`src/rtl/pipeline_hazard_ctrl_if.sv`:
```
// Hazard-controller bundle: ID-stage instruction fields and pipeline status toward the
// controller; pipeline-register controls, forwarding selects and perf counters back.
interface pipeline_hazard_ctrl_if #(
  parameter int CNT_W = 16,
  parameter int REG_W = 3
);
  logic             id_valid;
  logic [REG_W-1:0] id_rs1;
  logic [REG_W-1:0] id_rs2;
  logic             id_rs1_used;
  logic             id_rs2_used;
  logic [REG_W-1:0] id_rd;
  logic             id_reg_write;
  logic             id_mem_read;
  logic             ex_branch_taken;
  logic             mem_ready;

  logic             pc_en;
  logic             ifid_en;
  logic             ifid_flush;
  logic             idex_bubble;
  logic [1:0]       fwd_a;
  logic [1:0]       fwd_b;
  logic [CNT_W-1:0] stall_cnt;
  logic [CNT_W-1:0] flush_cnt;

  modport master (
    output id_valid, id_rs1, id_rs2, id_rs1_used, id_rs2_used,
    output id_rd, id_reg_write, id_mem_read, ex_branch_taken, mem_ready,
    input  pc_en, ifid_en, ifid_flush, idex_bubble, fwd_a, fwd_b,
    input  stall_cnt, flush_cnt
  );

  modport slave (
    input  id_valid, id_rs1, id_rs2, id_rs1_used, id_rs2_used,
    input  id_rd, id_reg_write, id_mem_read, ex_branch_taken, mem_ready,
    output pc_en, ifid_en, ifid_flush, idex_bubble, fwd_a, fwd_b,
    output stall_cnt, flush_cnt
  );
endinterface

```
`src/rtl/pipeline_hazard_ctrl.sv`:
```
// Hazard controller for the 5-stage pipeline: stall/flush/bubble controls and EX forwarding are
// combinational in the same cycle; the shadow scoreboard advances next edge and holds while mem_ready=0.
module pipeline_hazard_ctrl #(
  parameter int CNT_W = 16,
  parameter int REG_W = 3
) (
  input  logic                 clk,
  input  logic                 reset,
  pipeline_hazard_ctrl_if.slave hz
);

  typedef logic [REG_W-1:0] reg_addr_t;

  typedef struct packed {
    logic      valid;
    reg_addr_t rs1;
    reg_addr_t rs2;
    logic      rs1_used;
    logic      rs2_used;
    reg_addr_t rd;
    logic      reg_write;
    logic      mem_read;
  } ex_slot_t;

  typedef struct packed {
    logic      valid;
    reg_addr_t rd;
    logic      reg_write;
    logic      mem_read;
  } mem_slot_t;

  typedef struct packed {
    logic      valid;
    reg_addr_t rd;
    logic      reg_write;
  } wb_slot_t;

  typedef enum logic [1:0] {
    FWD_RF  = 2'b00,
    FWD_WB  = 2'b01,
    FWD_MEM = 2'b10
  } fwd_sel_t;

  localparam reg_addr_t        R0      = '0;
  localparam logic [CNT_W-1:0] CNT_MAX = '1;
  localparam logic [CNT_W-1:0] CNT_ONE = {{(CNT_W-1){1'b0}}, 1'b1};

  ex_slot_t         ex_q;
  ex_slot_t         ex_d;
  mem_slot_t        mem_q;
  wb_slot_t         wb_q;
  logic [CNT_W-1:0] stall_cnt_q;
  logic [CNT_W-1:0] flush_cnt_q;

  logic freeze;
  logic flush;
  logic load_use;
  logic rs1_hit;
  logic rs2_hit;
  logic advance;
  logic stall_inc;
  logic flush_inc;
  logic [1:0] fwd_a_raw;
  logic [1:0] fwd_b_raw;

  // A load in MEM has no data yet, so only non-load producers forward from MEM.
  function automatic logic [1:0] fwd_select(
    input reg_addr_t rs,
    input logic      used,
    input mem_slot_t m,
    input wb_slot_t  w
  );
    logic [1:0] sel;
    sel = FWD_RF;
    if (used && rs != R0) begin
      if (m.valid && m.reg_write && !m.mem_read && m.rd == rs)
        sel = FWD_MEM;
      else if (w.valid && w.reg_write && w.rd == rs)
        sel = FWD_WB;
    end
    return sel;
  endfunction

  always_comb begin
    rs1_hit  = hz.id_rs1_used && (hz.id_rs1 == ex_q.rd);
    rs2_hit  = hz.id_rs2_used && (hz.id_rs2 == ex_q.rd);
    freeze   = !hz.mem_ready;
    flush    = hz.ex_branch_taken && ex_q.valid;
    load_use = hz.id_valid && ex_q.valid && ex_q.mem_read && ex_q.reg_write &&
               (ex_q.rd != R0) && (rs1_hit || rs2_hit);
  end

  always_comb begin
    hz.pc_en       = 1'b1;
    hz.ifid_en     = 1'b1;
    hz.ifid_flush  = 1'b0;
    hz.idex_bubble = 1'b0;
    advance        = 1'b1;
    stall_inc      = 1'b0;
    flush_inc      = 1'b0;
    if (reset) begin
      hz.pc_en       = 1'b0;
      hz.ifid_en     = 1'b0;
      hz.ifid_flush  = 1'b1;
      hz.idex_bubble = 1'b1;
      advance        = 1'b0;
    end else if (freeze) begin
      hz.pc_en       = 1'b0;
      hz.ifid_en     = 1'b0;
      advance        = 1'b0;
      stall_inc      = 1'b1;
    end else if (flush) begin
      hz.ifid_flush  = 1'b1;
      hz.idex_bubble = 1'b1;
      flush_inc      = 1'b1;
    end else if (load_use) begin
      hz.pc_en       = 1'b0;
      hz.ifid_en     = 1'b0;
      hz.idex_bubble = 1'b1;
      stall_inc      = 1'b1;
    end
  end

  always_comb begin
    ex_d = '0;
    if (!hz.idex_bubble) begin
      ex_d.valid     = hz.id_valid;
      ex_d.rs1       = hz.id_rs1;
      ex_d.rs2       = hz.id_rs2;
      ex_d.rs1_used  = hz.id_rs1_used;
      ex_d.rs2_used  = hz.id_rs2_used;
      ex_d.rd        = hz.id_rd;
      ex_d.reg_write = hz.id_reg_write;
      ex_d.mem_read  = hz.id_mem_read;
    end
  end

  always_ff @(posedge clk) begin
    if (reset) begin
      ex_q        <= '0;
      mem_q       <= '0;
      wb_q        <= '0;
      stall_cnt_q <= '0;
      flush_cnt_q <= '0;
    end else begin
      if (advance) begin
        ex_q            <= ex_d;
        mem_q.valid     <= ex_q.valid;
        mem_q.rd        <= ex_q.rd;
        mem_q.reg_write <= ex_q.reg_write;
        mem_q.mem_read  <= ex_q.mem_read;
        wb_q.valid      <= mem_q.valid;
        wb_q.rd         <= mem_q.rd;
        wb_q.reg_write  <= mem_q.reg_write;
      end
      if (stall_inc && stall_cnt_q != CNT_MAX)
        stall_cnt_q <= stall_cnt_q + CNT_ONE;
      if (flush_inc && flush_cnt_q != CNT_MAX)
        flush_cnt_q <= flush_cnt_q + CNT_ONE;
    end
  end

  // Forwarding follows the shadow alone, so it stays meaningful during a freeze.
  always_comb begin
    fwd_a_raw = fwd_select(ex_q.rs1, ex_q.rs1_used, mem_q, wb_q);
    fwd_b_raw = fwd_select(ex_q.rs2, ex_q.rs2_used, mem_q, wb_q);
    hz.fwd_a  = FWD_RF;
    hz.fwd_b  = FWD_RF;
    if (!reset && ex_q.valid) begin
      hz.fwd_a = fwd_a_raw;
      hz.fwd_b = fwd_b_raw;
    end
  end

  assign hz.stall_cnt = stall_cnt_q;
  assign hz.flush_cnt = flush_cnt_q;

endmodule
```
`src/flat_wrapper.sv`:
```
// flat-port wrapper written by rule: the top's interface ports become plain ports
module pipeline_hazard_ctrl_flat 
#(
  parameter int CNT_W = 16,
  parameter int REG_W = 3
)
  (clk, reset, hz_id_valid, hz_id_rs1, hz_id_rs2, hz_id_rs1_used, hz_id_rs2_used, hz_id_rd, hz_id_reg_write, hz_id_mem_read, hz_ex_branch_taken, hz_mem_ready, hz_pc_en, hz_ifid_en, hz_ifid_flush, hz_idex_bubble, hz_fwd_a, hz_fwd_b, hz_stall_cnt, hz_flush_cnt);
  pipeline_hazard_ctrl_if #(.CNT_W(CNT_W), .REG_W(REG_W)) hz_i ();
  input  logic clk;
  input  logic reset;
  input wire logic [$bits(hz_i.id_valid)-1:0] hz_id_valid;
  input wire logic [$bits(hz_i.id_rs1)-1:0] hz_id_rs1;
  input wire logic [$bits(hz_i.id_rs2)-1:0] hz_id_rs2;
  input wire logic [$bits(hz_i.id_rs1_used)-1:0] hz_id_rs1_used;
  input wire logic [$bits(hz_i.id_rs2_used)-1:0] hz_id_rs2_used;
  input wire logic [$bits(hz_i.id_rd)-1:0] hz_id_rd;
  input wire logic [$bits(hz_i.id_reg_write)-1:0] hz_id_reg_write;
  input wire logic [$bits(hz_i.id_mem_read)-1:0] hz_id_mem_read;
  input wire logic [$bits(hz_i.ex_branch_taken)-1:0] hz_ex_branch_taken;
  input wire logic [$bits(hz_i.mem_ready)-1:0] hz_mem_ready;
  output wire logic [$bits(hz_i.pc_en)-1:0] hz_pc_en;
  output wire logic [$bits(hz_i.ifid_en)-1:0] hz_ifid_en;
  output wire logic [$bits(hz_i.ifid_flush)-1:0] hz_ifid_flush;
  output wire logic [$bits(hz_i.idex_bubble)-1:0] hz_idex_bubble;
  output wire logic [$bits(hz_i.fwd_a)-1:0] hz_fwd_a;
  output wire logic [$bits(hz_i.fwd_b)-1:0] hz_fwd_b;
  output wire logic [$bits(hz_i.stall_cnt)-1:0] hz_stall_cnt;
  output wire logic [$bits(hz_i.flush_cnt)-1:0] hz_flush_cnt;
  assign hz_i.id_valid = hz_id_valid;
  assign hz_i.id_rs1 = hz_id_rs1;
  assign hz_i.id_rs2 = hz_id_rs2;
  assign hz_i.id_rs1_used = hz_id_rs1_used;
  assign hz_i.id_rs2_used = hz_id_rs2_used;
  assign hz_i.id_rd = hz_id_rd;
  assign hz_i.id_reg_write = hz_id_reg_write;
  assign hz_i.id_mem_read = hz_id_mem_read;
  assign hz_i.ex_branch_taken = hz_ex_branch_taken;
  assign hz_i.mem_ready = hz_mem_ready;
  assign hz_pc_en = hz_i.pc_en;
  assign hz_ifid_en = hz_i.ifid_en;
  assign hz_ifid_flush = hz_i.ifid_flush;
  assign hz_idex_bubble = hz_i.idex_bubble;
  assign hz_fwd_a = hz_i.fwd_a;
  assign hz_fwd_b = hz_i.fwd_b;
  assign hz_stall_cnt = hz_i.stall_cnt;
  assign hz_flush_cnt = hz_i.flush_cnt;
  pipeline_hazard_ctrl #(.CNT_W(CNT_W), .REG_W(REG_W)) u_core (.clk(clk), .reset(reset), .hz(hz_i));
endmodule
```
`config.mk`:
```
export PLATFORM = sky130hd
export DESIGN_NAME = pipeline_hazard_ctrl_flat
export DESIGN_NICKNAME = d
export VERILOG_FILES = /design/src/rtl/pipeline_hazard_ctrl_if.sv /design/src/rtl/pipeline_hazard_ctrl.sv /design/src/flat_wrapper.sv
export SDC_FILE = /design/constraint.sdc
export NUM_CORES = 1
export LEC_CHECK = 0
export CAP_MARGIN = 20
export CORE_ASPECT_RATIO = 0.6
export CORE_MARGIN = 1.5
export CORE_UTILIZATION = 55
export DETAILED_ROUTE_END_ITERATION = 8
export DONT_BUFFER_PORTS = 1
export PLACE_DENSITY = 0.7
export RECOVER_POWER = 25
export SLEW_MARGIN = 20
export SYNTH_ARGS = -nofsm -noshare
export SYNTH_HDL_FRONTEND = slang
export SYNTH_SLANG_ARGS = --single-unit
```
`constraint.sdc`:
```
create_clock -name clk -period 6 [get_ports clk]
set_input_delay 0.6 -clock clk [delete_from_list [all_inputs] [get_ports clk]]
set_output_delay 0.6 -clock clk [all_outputs]
set_load 0.005 [all_outputs]
```
==> results of run 1 <==
==> final timing paths <==
path | endpoint | slack [ps] | cells past startpoint
max reg2reg | u_core.hz.stall_cnt[7] | 3830 | 6
min | u_core.ex_q[13] | 330 | 1
min reg2reg | u_core.ex_q[5] | 490 | 1
max | hz_ifid_en | 3450 | 4
==> cell type report <==
| class | instances | area, um^2 |
|---|---|---|
| fillers | 468 | 2000 |
| multi-input cells | 233 | 1650 |
| flip-flops and latches | 57 | 1140 |
| clock buffers | 15 | 156 |
| well taps | 66 | 82.6 |
| inverters | 6 | 22.5 |
==> through the flow <==
step                power (mW)  cell area, um^2  hold slack, ps  setup slack [ps]
floorplan                0.442             2890             442              3660
global placement         0.443             2900             462              3670
detailed placement       0.443             2900             473              3650
CTS                      0.741             3050             319              3450
global route             0.767             3050             312              3270
finish                   0.735             3050             333              3450
==> synthesized netlist by cell type (all sizes together) (3+ instances only) <==
| master | instances | area [um^2] |
|---|---|---|
| xor2 | 12 | 105 |
| nor2 | 37 | 139 |
| o211ai | 8 | 60.1 |
| mux2 | 7 | 78.8 |
| mux2i | 18 | 180 |
| and3 | 5 | 36.3 |
| o21ai | 9 | 56.3 |
| a211oi | 4 | 30.0 |
| buf | 7 | 50.0 |
| xnor2 | 17 | 149 |
| a2111oi | 3 | 57.6 |
| inv | 5 | 18.8 |
| and4 | 7 | 63.8 |
| clkbuf | 7 | 26.3 |
| o2111ai | 3 | 26.3 |
| a22o | 13 | 114 |
| nor4 | 4 | 25.0 |
| nand2 | 17 | 63.8 |
| nand4 | 17 | 106 |
| o31ai | 5 | 37.5 |
| nand3 | 10 | 50.1 |
| a21oi | 4 | 20.0 |
| dfxtp | 57 | 1140 |
| nor3 | 6 | 40.0 |
| nor2b | 10 | 62.6 |
==> per-layer routing <==
layer	vias up	track usage (%)	wire [um]
li1	1147	-	-
met1	1029	35.7	3370
met2	86	29.0	2350
met3	6	12.3	604
met4	0	5.80	46
met5	-	0	0
==> logic make-up (layout without fill, tap and decap cells) <==
family,count (synthesis),after routing,synth area share [%]
compound gates,56,56,16.0
xor+xnor,29,29,8.79
fa+ha+maj,2,2,0.866
buf+inv,20,21,3.42
flops,57,57,39.5
mux,25,25,8.96
simple gates,121,121,22.4
==> critical path, cell delays in order (launching register included) <==
cell and delay (ps):
dfxtp_1 460, xnor2_1 110, and4_1 270, o21a_1 310
o31ai_1 470
==> sequential cells by signal, indices dropped and copies added (netlist names) <==
name and flops:
u_core.ex_q 14, u_core.hz.flush_cnt 16, u_core.hz.stall_cnt 16, u_core.mem_q 6
u_core.wb_q 5
==> power by group through the flow <==
stage                     logic [mW]  registers (mW)  clock network, mW
after global routing          0.0414           0.400              0.326
after CTS                     0.0370           0.398              0.306
after floorplan               0.0389           0.403                  0
after detailed placement      0.0370           0.406                  0
after global placement        0.0363           0.406                  0
final                         0.0370           0.399              0.299
==> summary.md, run 1 <==
| Metric | Value |
|---|---|
| Status | completed |
| Slew headroom | 44.9% |
| Max-slew violations | 0 |
| Num ports | 58 |
| Critical path launch point | u_core.ex_q[3] |
| PD cells | about 240 nW/um^2 |
| Die ar. | about 5700 um^2 |
| FF+latch count, synth | 57 |
| Ys flop type | dfxtp_1 |
| Dpl hpwl | 4600 um |
| CTS hold repair buffers | 0 |
| Setup TNS Final | 0 ps |
| ANT nets after route | 0 |
| Peak VDD IR | approximately 0.15 mV |
| H-tree lvl count | 3 |
| Total CTS buffers | 9 |
| Cts repair resizes | 0 |
| Syn-to-layout area delta | 5.63% |
| Most common cell after layout, fill and taps aside | dfxtp_1 |
| Largest net degree at the start of global routing | between 40 and 50 |
| Initial antenna violation count | 0 |
| Setup violators final | 0 |
| HP Start | reset |
| Via density per instance | 6.02 |
| Dpl cells | 362 |
| Worst clock skew | 7.90 ps |
| Worst EP required | roughly 5400 ps |
| Layout cells sized above 1 | under 10% |
| DIE HEIGHT | just under 60 um |
| Static leakage | roughly 1.1 nW |
| CP Capture Type | primary output |
| Total GRT Usage | 23.8% |
| Crit path launch type | register |
| CTS max path bufs | 2 |
| Seq/Total Area, Yosys | between 30% and 40% |
| Power share of the clock group | roughly 41% |
| Final Instance Count excl. Fillers | about 380 |
| WL final | roughly 6400 um |
| Post-layout util | about three fifths |
| Int Power | about 0.57 mW |
| CTS tree | yes |
| Synth Cell Area | a little under 3000 um^2 |
| Comb power frac | roughly 5% |
| Fin. Hold Viols | 0 |
| CP arrival | 1950 ps |
| Fin nets | approximately 330 |
| Sequential share of power | a little over half |
| ANT cells | 0 |
| Worst hold path class | input port to register |
| CP Class | register to primary output |
| DR WL/cell | between 15 and 20 um |
| Commonest non-fill, non-tap cells in the layout | dfxtp_1, nor2_1, mux2i_1 |
| IO Port Bufs | 0 |
| Worst R2R Start | u_core.hz.stall_cnt[0] |
| Post-synth EDFFs | 0 |
| Vias in the first global route | 1973 |
| Initial core utilization | 57.2% |
| Pre-Repair DR Iteration Count | 4 |
| Root Buffer | clkbuf_8 |
| Count of cell types in the netlist | 51 |
| Switching share of total power | between 20% and 30% |
| CTS sink cnt | 57 |
| Die span in x | ~97 um |
| Post-synth net total | between 300 and 400 |
| Drt drc | 0 |
| Mean Syn Cell Area | between 9 and 10 um^2 |
| Core box area | 5050 um^2 |
| Post-CTS setup buffer count | 0 |
| Clock-pin slew on the worst setup and hold paths | approximately 60 ps |
| Max Fclk | a little under 0.4 GHz |
| DRT iter0 DRCs | 157 |
| Gr ovfl total | 0 |
| Vias post-DR | around 2300 |
| Row cnt | 20 |
| Crit path time final | 2550 ps |
| Worst-Skew Late Latency | ~340 ps |
| First-pass GRT wire length | between 10000 and 15000 um |
| Post-route clock period utilization | roughly 43% |
| Worst Max-Slew Pin Slew | between 800 and 900 ps |
| Synth Instances | 310 |
| Net switching power | between 0.15 and 0.2 mW |
| Max-cap violations | 0 |
| Crit-path max FO | 8 |
| RSZ-0062 raised after global routing | false |
| YS warnings | 0 |
| Post-synth ARST share | 0% |
| GP Congestion | around 0.85 |
(Power assumes the default switching activity.)
==> inputs of run 2 (changes only) <==
clock period = 2.6 ns   (was 6 ns; I/O delays follow)
==> run 2 against run 1 <==
Flip-flop and latch count unchanged. Clock skew decreased by 1.8 ps. Die area unchanged. Hold slack got worse by 280 ps. Global-route usage increased by 0.57 points. Utilization increased by 0.69 points. Final cell count increased by 0.80%. Critical endpoint is now u_core.hz.stall_cnt[7].
==> summary.md, run 2 (synthesis gave the netlist of run 1 again) <==
| Metric | Value |
|---|---|
| DRT iter0 DRCs | 107 (-32%) |
| ANT nets after route | 0 (unchanged) |
| Worst R2R Start | u_core.hz.stall_cnt[0] |
| IO Port Bufs | 0 (unchanged) |
| Post-route clock period utilization | 84.2% |
| HP Start | hz_id_mem_read |
| Worst Max-Slew Pin Slew | 1060 ps (+240 ps) |
| Peak VDD IR | 0.227 mV (+51%) |
| WL final | 6590 um (+3.4%) |
| Num ports | 58 (unchanged) |
| ANT cells | 0 (unchanged) |
| Crit path launch type | register |
| CP arrival | 2410 ps (+460 ps) |
| Via density per instance | 6.18 (+2.7%) |
| CTS tree | yes |
| Crit-path max FO | 8 (unchanged) |
| Dpl cells | 363 (+0.28%) |
| Critical path launch point | u_core.hz.stall_cnt[0] |
| Syn-to-layout area delta | 6.84% |
| Core box area | 5050 um^2 (unchanged) |
| RSZ-0062 raised after global routing | false |
| Vias in the first global route | 2047 (+3.8%) |
| Final Power | 1.75 mW (+140%) |
| Initial core utilization | 57.2% (unchanged) |
| WHS Path Cells | 1 (unchanged) |
| Root Buffer | clkbuf_8 |
| Setup violators final | 0 (unchanged) |
| Status | completed |
| CTS sink cnt | 57 (unchanged) |
| Max Fclk | 0.457 GHz |
| CP Class | register to register |
| Total CTS buffers | 9 (unchanged) |
| Row cnt | 20 (unchanged) |
| Largest net degree at the start of global routing | 28 (-43%) |
| Die span in x | 96.6 um (unchanged) |
| Initial antenna violation count | 0 (unchanged) |
| DR WL/cell | 17.3 um (+2.6%) |
| PD cells | 568 nW/um^2 (+140%) |
| Worst EP required | 2820 ps (-2580 ps) |
| Commonest non-fill, non-tap cells in the layout | dfxtp_1, nor2_1, mux2i_1 |
| Slew headroom | 28.9% (-16 points) |
| Post-layout util | 61.1% (+0.69 points) |
| Fin nets | 329 (+0.61%) |
| Post-CTS setup buffer count | 0 (unchanged) |
| Max-slew violations | 0 (unchanged) |
| Worst clock skew | 6.11 ps (-1.79 ps) |
| Fin. Hold Viols | 0 (unchanged) |
| Total GRT Usage | 24.3% (+0.57 points) |
| Max-cap violations | 0 (unchanged) |
| Vias post-DR | 2347 (+3.5%) |
| Pre-Repair DR Iteration Count | 5 (+1) |
| First-pass GRT wire length | 10300 um (+2.0%) |
| Gr ovfl total | 0 (unchanged) |
| Cts repair resizes | 0 (unchanged) |
| Worst hold path class | input port to register |
| Drt drc | 0 (unchanged) |
| Clock-pin slew on the worst setup and hold paths | 70 ps (about the same) |
| CP Capture Type | register |
| Dpl hpwl | 4600 um (about the same) |
| Die ar. | 5710 um^2 (unchanged) |
| Worst-Skew Late Latency | 340 ps (about the same) |
| GP Congestion | 0.810 (-4.2%) |
| Setup TNS Final | 0 ps (unchanged) |
| Static leakage | 1.10 nW (+2.3%) |
| CTS max path bufs | 2 (unchanged) |
| DIE HEIGHT | 59.1 um (unchanged) |
| H-tree lvl count | 3 (unchanged) |
| Most common cell after layout, fill and taps aside | dfxtp_1 |
| Final Instance Count excl. Fillers | 380 (+0.80%) |
| Layout cells sized above 1 | 9.87% (+1.5 points) |
| Crit path time final | between 2000 and 2500 ps |
| R2R cell count | 6 (unchanged) |
==> run 2: cell count changes in the layout (fill, tap and decap cells not counted), sizes merged <==
cell / before / now
clkbuf: 15 / 13
buf: 0 / 1
dlygate4sd3: 0 / 1
clkinv: 1 / 4
==> run 2: final timing paths <==
path | to | slack, ps
worst min register to register | u_core.ex_q[5] | 490
worst max register to register | u_core.hz.stall_cnt[7] | 410
worst max-delay path | u_core.hz.stall_cnt[7] | 410
worst min-delay path | u_core.ex_q[0] | 50
==> run 2: routing by layer <==
metal	global-route usage, %	wire length [um]
met3	12.8	667
met2	32.2	2630
met5	0	0
met4	6.42	60
met1	34.2	3230
==> run 2: worst max-delay path, cell delays in order (launching register included) <==
cell       delay, ps
dfxtp_1          370
ha_1             240
and3_1           200
and3_4           220
a41o_1           350
a2111oi_4        350
mux2_1           350
==> run 2: per-stage QoR <==
step           hold slack, ps  setup slack (ps)  area [um^2]
2_1_floorplan             393               485         2890
3_3_place_gp              332               478         2900
3_5_place_dp              334               439         2900
4_1_cts                  33.6               389         3090
5_1_grt                  38.8               205         3090
6_report                 53.4               411         3090
==> run 2: final cells by class <==
| class | count | area, um^2 |
|---|---|---|
| clock inverters | 3 | 15.0 |
| multi-input cells | 233 | 1650 |
| repair buffers | 2 | 17.5 |
| inverters | 6 | 22.5 |
| flip-flops and latches | 57 | 1140 |
| clock buffers | 13 | 159 |
| well taps | 66 | 82.6 |
| fillers | 438 | 1970 |
==> run 2: where the power goes <==
group	total [mW]	internal, mW	switching (mW)
Sequential	0.918	0.893	0.0255
Combinational	0.0951	0.0438	0.0514
Clock	0.739	0.393	0.346
Total	1.75	1.33	0.423
==> run 2: timing repair <==
| item | 4_1_cts | 5_1_grt |
|---|---|---|
| endpoints found under the hold margin | 27 | 0 |
| hold buffers | 1 | 0 |
| setup endpoints to repair | 0 | 0 |
